## src/rtl/booth_mac_pkg.sv

```systemverilog
// Shared types and helpers for the radix-4 Booth multiply-accumulate sequencer.
//   state_e     : sequencer states (idle, stepping through the multiplier, result held)
//   booth_sel_t : partial-product select {zero, shift, neg} produced by the encoder
//   step_w()    : width of the step counter for a given operand width
package booth_mac_pkg;

  typedef enum logic [1:0] {
    StIdle,
    StRun,
    StDone
  } state_e;

  // zero: contribute nothing; shift: use 2A instead of A; neg: subtract instead of add.
  typedef struct packed {
    logic zero;
    logic shift;
    logic neg;
  } booth_sel_t;

  localparam booth_sel_t BoothZero  = '{zero: 1'b1, shift: 1'b0, neg: 1'b0};
  localparam booth_sel_t BoothPosA  = '{zero: 1'b0, shift: 1'b0, neg: 1'b0};
  localparam booth_sel_t BoothPos2A = '{zero: 1'b0, shift: 1'b1, neg: 1'b0};
  localparam booth_sel_t BoothNegA  = '{zero: 1'b0, shift: 1'b0, neg: 1'b1};
  localparam booth_sel_t BoothNeg2A = '{zero: 1'b0, shift: 1'b1, neg: 1'b1};

  // Counter must hold 0 .. width/2-1; never narrower than one bit.
  function automatic int unsigned step_w(input int unsigned width);
    return (width / 2 > 1) ? $clog2(width / 2) : 1;
  endfunction

endpackage

```

## src/rtl/booth_radix4_encode.sv

```systemverilog
// Radix-4 Booth recoder: maps a multiplier triplet {b[2i+1], b[2i], b[2i-1]} to the
// partial-product select.
//   triplet in  3 : overlapping multiplier bits
//   zero    out 1 : partial product is zero
//   shift   out 1 : partial product magnitude is 2A (else A)
//   neg     out 1 : partial product is negated
module booth_radix4_encode
  import booth_mac_pkg::*;
(
  input  logic [2:0] triplet,
  output logic       zero,
  output logic       shift,
  output logic       neg
);

  booth_sel_t sel;

  always_comb begin
    sel = BoothZero;
    unique case (triplet)
      3'b001, 3'b010: sel = BoothPosA;
      3'b011:         sel = BoothPos2A;
      3'b100:         sel = BoothNeg2A;
      3'b101, 3'b110: sel = BoothNegA;
      default:        sel = BoothZero;
    endcase
  end

  assign zero  = sel.zero;
  assign shift = sel.shift;
  assign neg   = sel.neg;

endmodule

```

## src/rtl/booth_mac_sequencer.sv

```systemverilog
// Multi-cycle signed multiply-accumulate: one operand pair per transaction, multiplier
// consumed two bits per cycle via radix-4 Booth recoding, partial products summed into a
// persistent accumulator (wraps modulo 2^ACC_W).
//   clk, rst             : clock, synchronous active-high reset
//   in_valid / in_ready  : operand handshake (in_ready only while idle)
//   a, b                 : signed multiplicand / multiplier
//   acc_clear            : zero the accumulator before this product
//   out_valid / out_ready: result handshake; acc_out stable while out_valid
//   acc_out              : accumulator register
//   busy                 : transaction in progress or result pending
module booth_mac_sequencer
  import booth_mac_pkg::*;
#(
  parameter int unsigned WIDTH = 8,
  parameter int unsigned ACC_W = 32
) (
  input  logic             clk,
  input  logic             rst,
  input  logic             in_valid,
  output logic             in_ready,
  input  logic [WIDTH-1:0] a,
  input  logic [WIDTH-1:0] b,
  input  logic             acc_clear,
  output logic             out_valid,
  input  logic             out_ready,
  output logic [ACC_W-1:0] acc_out,
  output logic             busy
);

  localparam int unsigned     StepW    = step_w(WIDTH);
  localparam logic [StepW-1:0] LastStep = StepW'(WIDTH / 2 - 1);

  if ((WIDTH % 2) != 0 || WIDTH < 4) begin : g_bad_width
    $error("booth_mac_sequencer: WIDTH must be even and at least 4");
  end
  if (ACC_W < 2 * WIDTH) begin : g_bad_acc_w
    $error("booth_mac_sequencer: ACC_W must be at least 2*WIDTH");
  end

  state_e           state_q;
  logic [ACC_W-1:0] a_q;
  logic [ACC_W-1:0] acc_q;
  logic [WIDTH:0]   b_q;      // multiplier with the implicit b[-1]=0 appended at bit 0
  logic [StepW-1:0] cnt_q;
  logic             in_ready_q;
  logic             out_valid_q;
  logic             busy_q;

  logic [WIDTH:0]   b_shifted;
  logic [2:0]       triplet;
  logic             pp_zero;
  logic             pp_shift;
  logic             pp_neg;
  logic [ACC_W-1:0] pp_mag;
  logic [ACC_W-1:0] pp_signed;
  logic [ACC_W-1:0] pp;

  // Because b[-1] sits at bit 0 of b_q, step i's triplet starts at bit 2i.
  always_comb begin
    b_shifted = b_q >> {cnt_q, 1'b0};
    triplet   = b_shifted[2:0];
  end

  booth_radix4_encode u_encode (
    .triplet (triplet),
    .zero    (pp_zero),
    .shift   (pp_shift),
    .neg     (pp_neg)
  );

  always_comb begin
    pp_mag = '0;
    if (!pp_zero) begin
      pp_mag = pp_shift ? (a_q << 1) : a_q;
    end
    pp_signed = pp_neg ? (~pp_mag + ACC_W'(1)) : pp_mag;
    pp        = pp_signed << {cnt_q, 1'b0};
  end

  always_ff @(posedge clk) begin
    if (rst) begin
      state_q     <= StIdle;
      a_q         <= '0;
      b_q         <= '0;
      acc_q       <= '0;
      cnt_q       <= '0;
      in_ready_q  <= 1'b1;
      out_valid_q <= 1'b0;
      busy_q      <= 1'b0;
    end else begin
      unique case (state_q)
        StIdle: begin
          if (in_valid) begin
            a_q        <= {{(ACC_W - WIDTH){a[WIDTH-1]}}, a};
            b_q        <= {b, 1'b0};
            if (acc_clear) begin
              acc_q <= '0;
            end
            cnt_q      <= '0;
            state_q    <= StRun;
            in_ready_q <= 1'b0;
            busy_q     <= 1'b1;
          end
        end
        StRun: begin
          acc_q <= acc_q + pp;
          cnt_q <= cnt_q + StepW'(1);
          if (cnt_q == LastStep) begin
            state_q     <= StDone;
            out_valid_q <= 1'b1;
          end
        end
        StDone: begin
          // Returning to idle first keeps result and next accept in separate cycles.
          if (out_ready) begin
            state_q     <= StIdle;
            out_valid_q <= 1'b0;
            busy_q      <= 1'b0;
            in_ready_q  <= 1'b1;
          end
        end
        default: begin
          state_q     <= StIdle;
          in_ready_q  <= 1'b1;
          out_valid_q <= 1'b0;
          busy_q      <= 1'b0;
        end
      endcase
    end
  end

  assign in_ready  = in_ready_q;
  assign out_valid = out_valid_q;
  assign busy      = busy_q;
  assign acc_out   = acc_q;

endmodule
```

## config.mk

```make
export PLATFORM = sky130hd
export DESIGN_NAME = booth_mac_sequencer
export DESIGN_NICKNAME = d
export VERILOG_FILES = /design/src/rtl/booth_mac_pkg.sv /design/src/rtl/booth_radix4_encode.sv /design/src/rtl/booth_mac_sequencer.sv
export SDC_FILE = /design/constraint.sdc
export NUM_CORES = 1
export LEC_CHECK = 0
export ABC_AREA = 1
export CORE_ASPECT_RATIO = 1.4
export CORE_UTILIZATION = 53
export CTS_BUF_LIST = sky130_fd_sc_hd__clkbuf_16
export CTS_CLUSTER_SIZE = 30
export DETAILED_ROUTE_END_ITERATION = 6
export HOLD_SLACK_MARGIN = 0.05
export PLACE_DENSITY = 0.78
export SYNTH_ARGS = -nofsm -noshare
export SYNTH_HDL_FRONTEND = slang
export SYNTH_SLANG_ARGS = --single-unit
```

## constraint.sdc

```tcl
create_clock -name clk -period 4.1 [get_ports clk]
set_clock_uncertainty 0.1 [all_clocks]
set_input_delay 0.82 -clock clk [delete_from_list [all_inputs] [get_ports clk]]
set_output_delay 0.82 -clock clk [all_outputs]
set_load 0.02 [all_outputs]
```

# After elaboration in Yosys (flattened, before gate mapping)
# Index checks and enable logic that the tools add are counted.
# op_classes
addsub,3
n_eq_ne,13
shift,2
n_mux,21
bitwise,3
reduce_logical,10
# op_table
cell,n
2-to-1 mux 32 bit,4
one-hot mux 32 bit (2 select lines),1
"adder 32 x 1 -> 32 bit, second input constant",1
adder 32 bit,1
NOT 32 bit,1
left shift 32 x 3 -> 32 bit,1
one-hot mux 3 bit (4 select lines),1
AND reduction 3 bit,4
"equality test 3 bit, second input constant",3
one-hot mux 1 bit (3 select lines),3
>> shifter 9 x 3 -> 3 bit,1
2-to-1 mux 2 bit,4
2-to-1 mux 8 bit,1
"!= test 2 bit, second input constant",4
"equality test 3 x 2 -> 1 bit, second input constant",2
one-hot mux 2 bit (3 select lines),1
2-to-1 mux 1 bit,5
"equality test 2 bit, second input constant",2
one-hot mux 2 bit (2 select lines),1
AND reduction 2 bit,2
OR reduction 2 bit,2
"equality test 3 x 1 -> 1 bit, second input constant",1
"adder 2 x 1 -> 2 bit, second input constant",1
"equality test 2 x 1 -> 1 bit, second input constant",1
3 further kinds,4
# word_totals
reg_bits,55
in_bits,21
out_inout_bits,35
elab_cells,60

# Logic depth before layout (Yosys ltp)
# logic_depth
ltp_word,12
ltp_mapped,38
ltp_nobuf,37

# Hierarchy
# A second synthesis with hierarchy kept.
# unflattened
cells_unflattened,1013
hier_area_um2,5809.3
# by_module_without_submodules
module,n_inst,cells_each,area_per_inst_um2,seq_area_each_um2
booth_mac_sequencer,1,1005,5773.0,1101.1
booth_radix4_encode,1,8,36.3,0.0

# Worst setup path after synthesis
# Ideal clock, no wire load.
# synth_path
path_type,register to register
startpoint,reg cnt_q[0]
endpoint,"reg acc_q[25], in the netlist acc_out[25]"
setup_ns,0.132
arrival_time_ns,3.899
t_required_ns,3.868
path_slack_ns,-0.031
path_stages_with_launch,35
n_path_buf,2
period_less_slack_ns,4.131
path_cell_list,dfxtp_1 > buf_6 > inv_4 > buf_6 > nand2_2 > nand3_2 > nand2_4 > nand2_4 > nand2_8 > nand2_8 > nand2_2 > nor2_4 > inv_2 > ha_1 > nand2_2 > nor2_4 > nand3_1 > ha_1 > nand2_1 > nand2_1 > inv_1 > o21ai_0 > nand2_1 > o21ai_1 > inv_1 > ha_1 > nand2_1 > nor4_1 > nand3_1 > nand3_1 > nand2_1 > nand2_1 > a21oi_1 > o21ai_0 > a21oi_1
# synth_between
elab_chain_len,12
elab_cells_between_ends,18
cone_classes,2 x add/sub; 6 x eq/ne; 2 x shift; 5 x mux; 1 x bitwise; 2 x reduce/logical
# synth_lines
item,line_no,source
start: declaration,booth_mac_sequencer.sv:44,logic [StepW-1:0] cnt_q;
start signal: assignment,booth_mac_sequencer.sv:107,cnt_q <= cnt_q + StepW'(1);
>> shifter 9 x 3 -> 3 bit,booth_mac_sequencer.sv:60,"b_shifted = b_q >> {cnt_q, 1'b0};"
equality test 3 bit (tied with other cells),booth_radix4_encode.sv:20,unique case (triplet)
OR reduction 2 bit,booth_radix4_encode.sv:20,
one-hot mux 3 bit (4 select lines),booth_radix4_encode.sv:20,
2-to-1 mux 8 bit,booth_mac_sequencer.sv:74,pp_mag = pp_shift ? (a_q << 1) : a_q;
2-to-1 mux 32 bit,booth_mac_sequencer.sv:73,if (!pp_zero) begin
NOT 32 bit,booth_mac_sequencer.sv:76,pp_signed = pp_neg ? (~pp_mag + ACC_W'(1)) : pp_mag;
adder 32 x 1 -> 32 bit,booth_mac_sequencer.sv:76,
2-to-1 mux 32 bit,booth_mac_sequencer.sv:76,
left shift 32 x 3 -> 32 bit *,booth_mac_sequencer.sv:77,"pp = pp_signed << {cnt_q, 1'b0};"
adder 32 bit *,booth_mac_sequencer.sv:106,acc_q <= acc_q + pp;
one-hot mux 32 bit (2 select lines) *,booth_mac_sequencer.sv:91,unique case (state_q)
end signal: assignment,booth_mac_sequencer.sv:106,
end: declaration,booth_mac_sequencer.sv:42,logic [ACC_W-1:0] acc_q;
# Mark *: on every way between the ends. The rest lies on a longest branch, timed or not.
# A chain may end at the register's enable or synchronous reset.

# Worst setup path in the final report
# layout_path
startpoint,reg cnt_q[0]
endpoint,"reg acc_q[27], in the netlist acc_out[27]"
# Same word-level chain as after synthesis.

==> impl_results.md <==
* Nets at 1144
* Area grow syn2layout at 56.9%
* Startpoint class of the critical path: flop
* Relative slew slack at 37.2%
* Final core occ at 86.3%
* Fin worst setup slack at -0.625 ns
* Share of cells above drive strength 1 at 38.9%
* Worst hold-check path type: flop to flop
* Nature of the critical path endpoint: flop
* Register Area at 0.00111 mm2
* Synth top cells by count: nand2_1, a21oi_1, nand3_1
* Largest net degree at the start of global routing at 38
* Critical path type: flop to flop
* Worst skew pair latency at between 0.3 and 0.4 ns
* GP Congestion at 1.01
* Die area at around 0.011 mm2
* Netlist Area Pre-Place at 0.00550 mm2
* Yosys top cell by area: dfxtp_1
* Multi-input combinational cell area at approximately 0.005 mm2
* Crit path largest cell delay at around 0.38 ns
* Starting density of the core at 55.0%
* Sequential fraction of the synthesis area at 20.0%
* Syn nets at 956
* Post-synthesis instance total at 885
* Congestion Overflow GR at 0
* Cell with the most instances after synthesis: nand2_1
* CP max stage cell: dfxtp_4
* Minimum clock period at 4.73 ns
* Max Fclk at 0.212 GHz
* Vias in the first global route at roughly 6400
* ANT cells at 0
* Largest cells by area after synthesis: dfxtp_1, nand2_1, ha_1
* Initial drt markers at 800
* PortBufs at 55
* Register clock-pin slew on the reported worst setup and hold paths at 0.08 ns
* CTS Root Cell: clkbuf_16
* Initial antenna violation count at 0
* Post-synth EDFFs at 0
* # DRC at 0
* Initial DRT Pass Iterations at 7
* CTS tree: done
* Sink Count at 55
* IO Pins at 56
* Die Height at 123 um
* Max Slew Vio Count at 0
* Max IR drop VDD at 0.326 mV
* Failing checks: setup timing
* Post-synth ARST share at 0%
* Placeable Area at 0.0100 mm2
* Crit-path max FO at 10
* RSZ-0062 raised after global routing: true
* GRT Util Overall at 35.0%
* CTS H-Tree Depth at 2
* Final Hold Violating Endpoints at 0
* Yosys warns at 0
* Syn avg cell area at 6.22 um2
* Top FF cell, synth: dfxtp_1
* Synth cell types at 43
* Yosys reg bits at 55
* Final Setup Violations at 21
* Row count at 43
* Pwr dens at approximately 560 mW/mm2
* Vias per inst at 6.12
* Number of vias after detailed routing at roughly 7400
* Drt total wl at approximately 23000 um
* Post-route ant nets at 0
* Bufs on Longest Clock Path at 2
* TritonCTS buffer count at 5
* Slew @ Worst Pin at roughly 0.94 ns
* Most common cell on crit path: nand2_2
* Global-route wire length before repair at approximately 29000 um
* Post-synth top area share at 20.0%
* Setup TNS Final at -6.55 ns
* Post-DP HPWL at 13100 um
* CP Data Arrival Time at between 4 and 5 ns
* Total of max-cap violations at 0
* Final Cycle Share at 115%
* Chip width at 88.1 um
* Leak at 4.00 nW
* # fillers at 553
* Avg WL per Cell at between 15 and 20 um
* CP required at 4.24 ns
* Outcome: finished, violations left
cell families (layout without fill, tap and decap cells):
kind of cell / Yosys count / count (layout) / share of synthesized area, %
adder cells (fa/ha/maj): 50 / 50 / 11.5
XOR/XNOR: 1 / 1 / 0.159
AO/OA/AOI/OAI: 198 / 198 / 19.4
flip-flops: 55 / 55 / 20.0
buffers and inverters: 116 / 305 / 8.73
AND/OR/NAND/NOR: 465 / 465 / 40.2
routing by layer:
layer	wire length [um]	GRT usage, %
met1	8200	37.4
met2	11200	62.8
met3	2210	6.05
met4	1750	21.6
met5	0	0
placed cells by master, fill, tap and decap left out, drive strengths merged, types with 4 or more instances in the layout:
master,instances
a21oi,93
o21bai,8
a21o,8
buf,157
nand2,258
clkbuf,5
inv,86
o21ai,72
ha,49
nor2,68
nand3,102
clkdlybuf4s50,55
nor3,7
nand4,11
nor4,4
or2,13
o21a,4
dfxtp,55
cell type report:
cell class,count,area share (%)
tap,135,1.96
clock inverter,3,0.304
inverter,85,3.84
clock buffer,5,1.45
timing repair buffer,212,21.2
sequential,55,12.8
multi-input combinational,714,58.4
stage by stage:
stage | hold WS [ns] | instance area, um2 | setup WS, ns | cells | total power (W)
2_1_floorplan | 0.344 | 5510 | 0.0271 | 885 | 0.00228
3_3_place_gp | 0.339 | 7070 | -0.281 | 1175 | 0.00326
3_5_place_dp | 0.348 | 7070 | -0.443 | 1175 | 0.00331
4_1_cts | 0.367 | 8020 | -0.0976 | 1197 | 0.00423
5_1_grt | 0.374 | 8630 | -0.732 | 1209 | 0.00512
6_report | 0.364 | 8630 | -0.625 | 1209 | 0.00484
final timing paths:
kind,from,to,slack (ns),cells past startpoint
worst max-delay path,cnt_q[0],acc_out[27],-0.63,30
worst min-delay path,busy,busy,0.36,2
worst max register to register,cnt_q[0],acc_out[27],-0.63,30
worst min register to register,busy,busy,0.36,2
power by group:
group          switching [W]  internal, W  total (W)
combinational        0.00203      0.00163    0.00366
clock               0.000236     0.000234   0.000470
sequential         0.0000922     0.000619   0.000711
worst max-delay path: cells and delay by family (launching register included):
kind | cells | cell delay (ns)
flip-flops | 1 | 0.38
adder cells (fa/ha/maj) | 2 | 0.52
AND/OR/NAND/NOR | 19 | 2.27
buffers and inverters | 4 | 0.43
AO/OA/AOI/OAI | 5 | 0.94
state kept, by name (all words and copies together), names as in the netlist:
register,flops
state_q,2
out_valid,1
b_q,8
in_ready,1
cnt_q,2
a_q,8
busy,1
acc_out,32
timing repair:
item	4_1_cts	5_1_grt
hold buffers	0	0
pin swaps	65	42
resized for setup	175	119
buffers inserted	14	12
setup endpoints to repair	23	27
No activity file was read; power rests on OpenSTA's default activity.
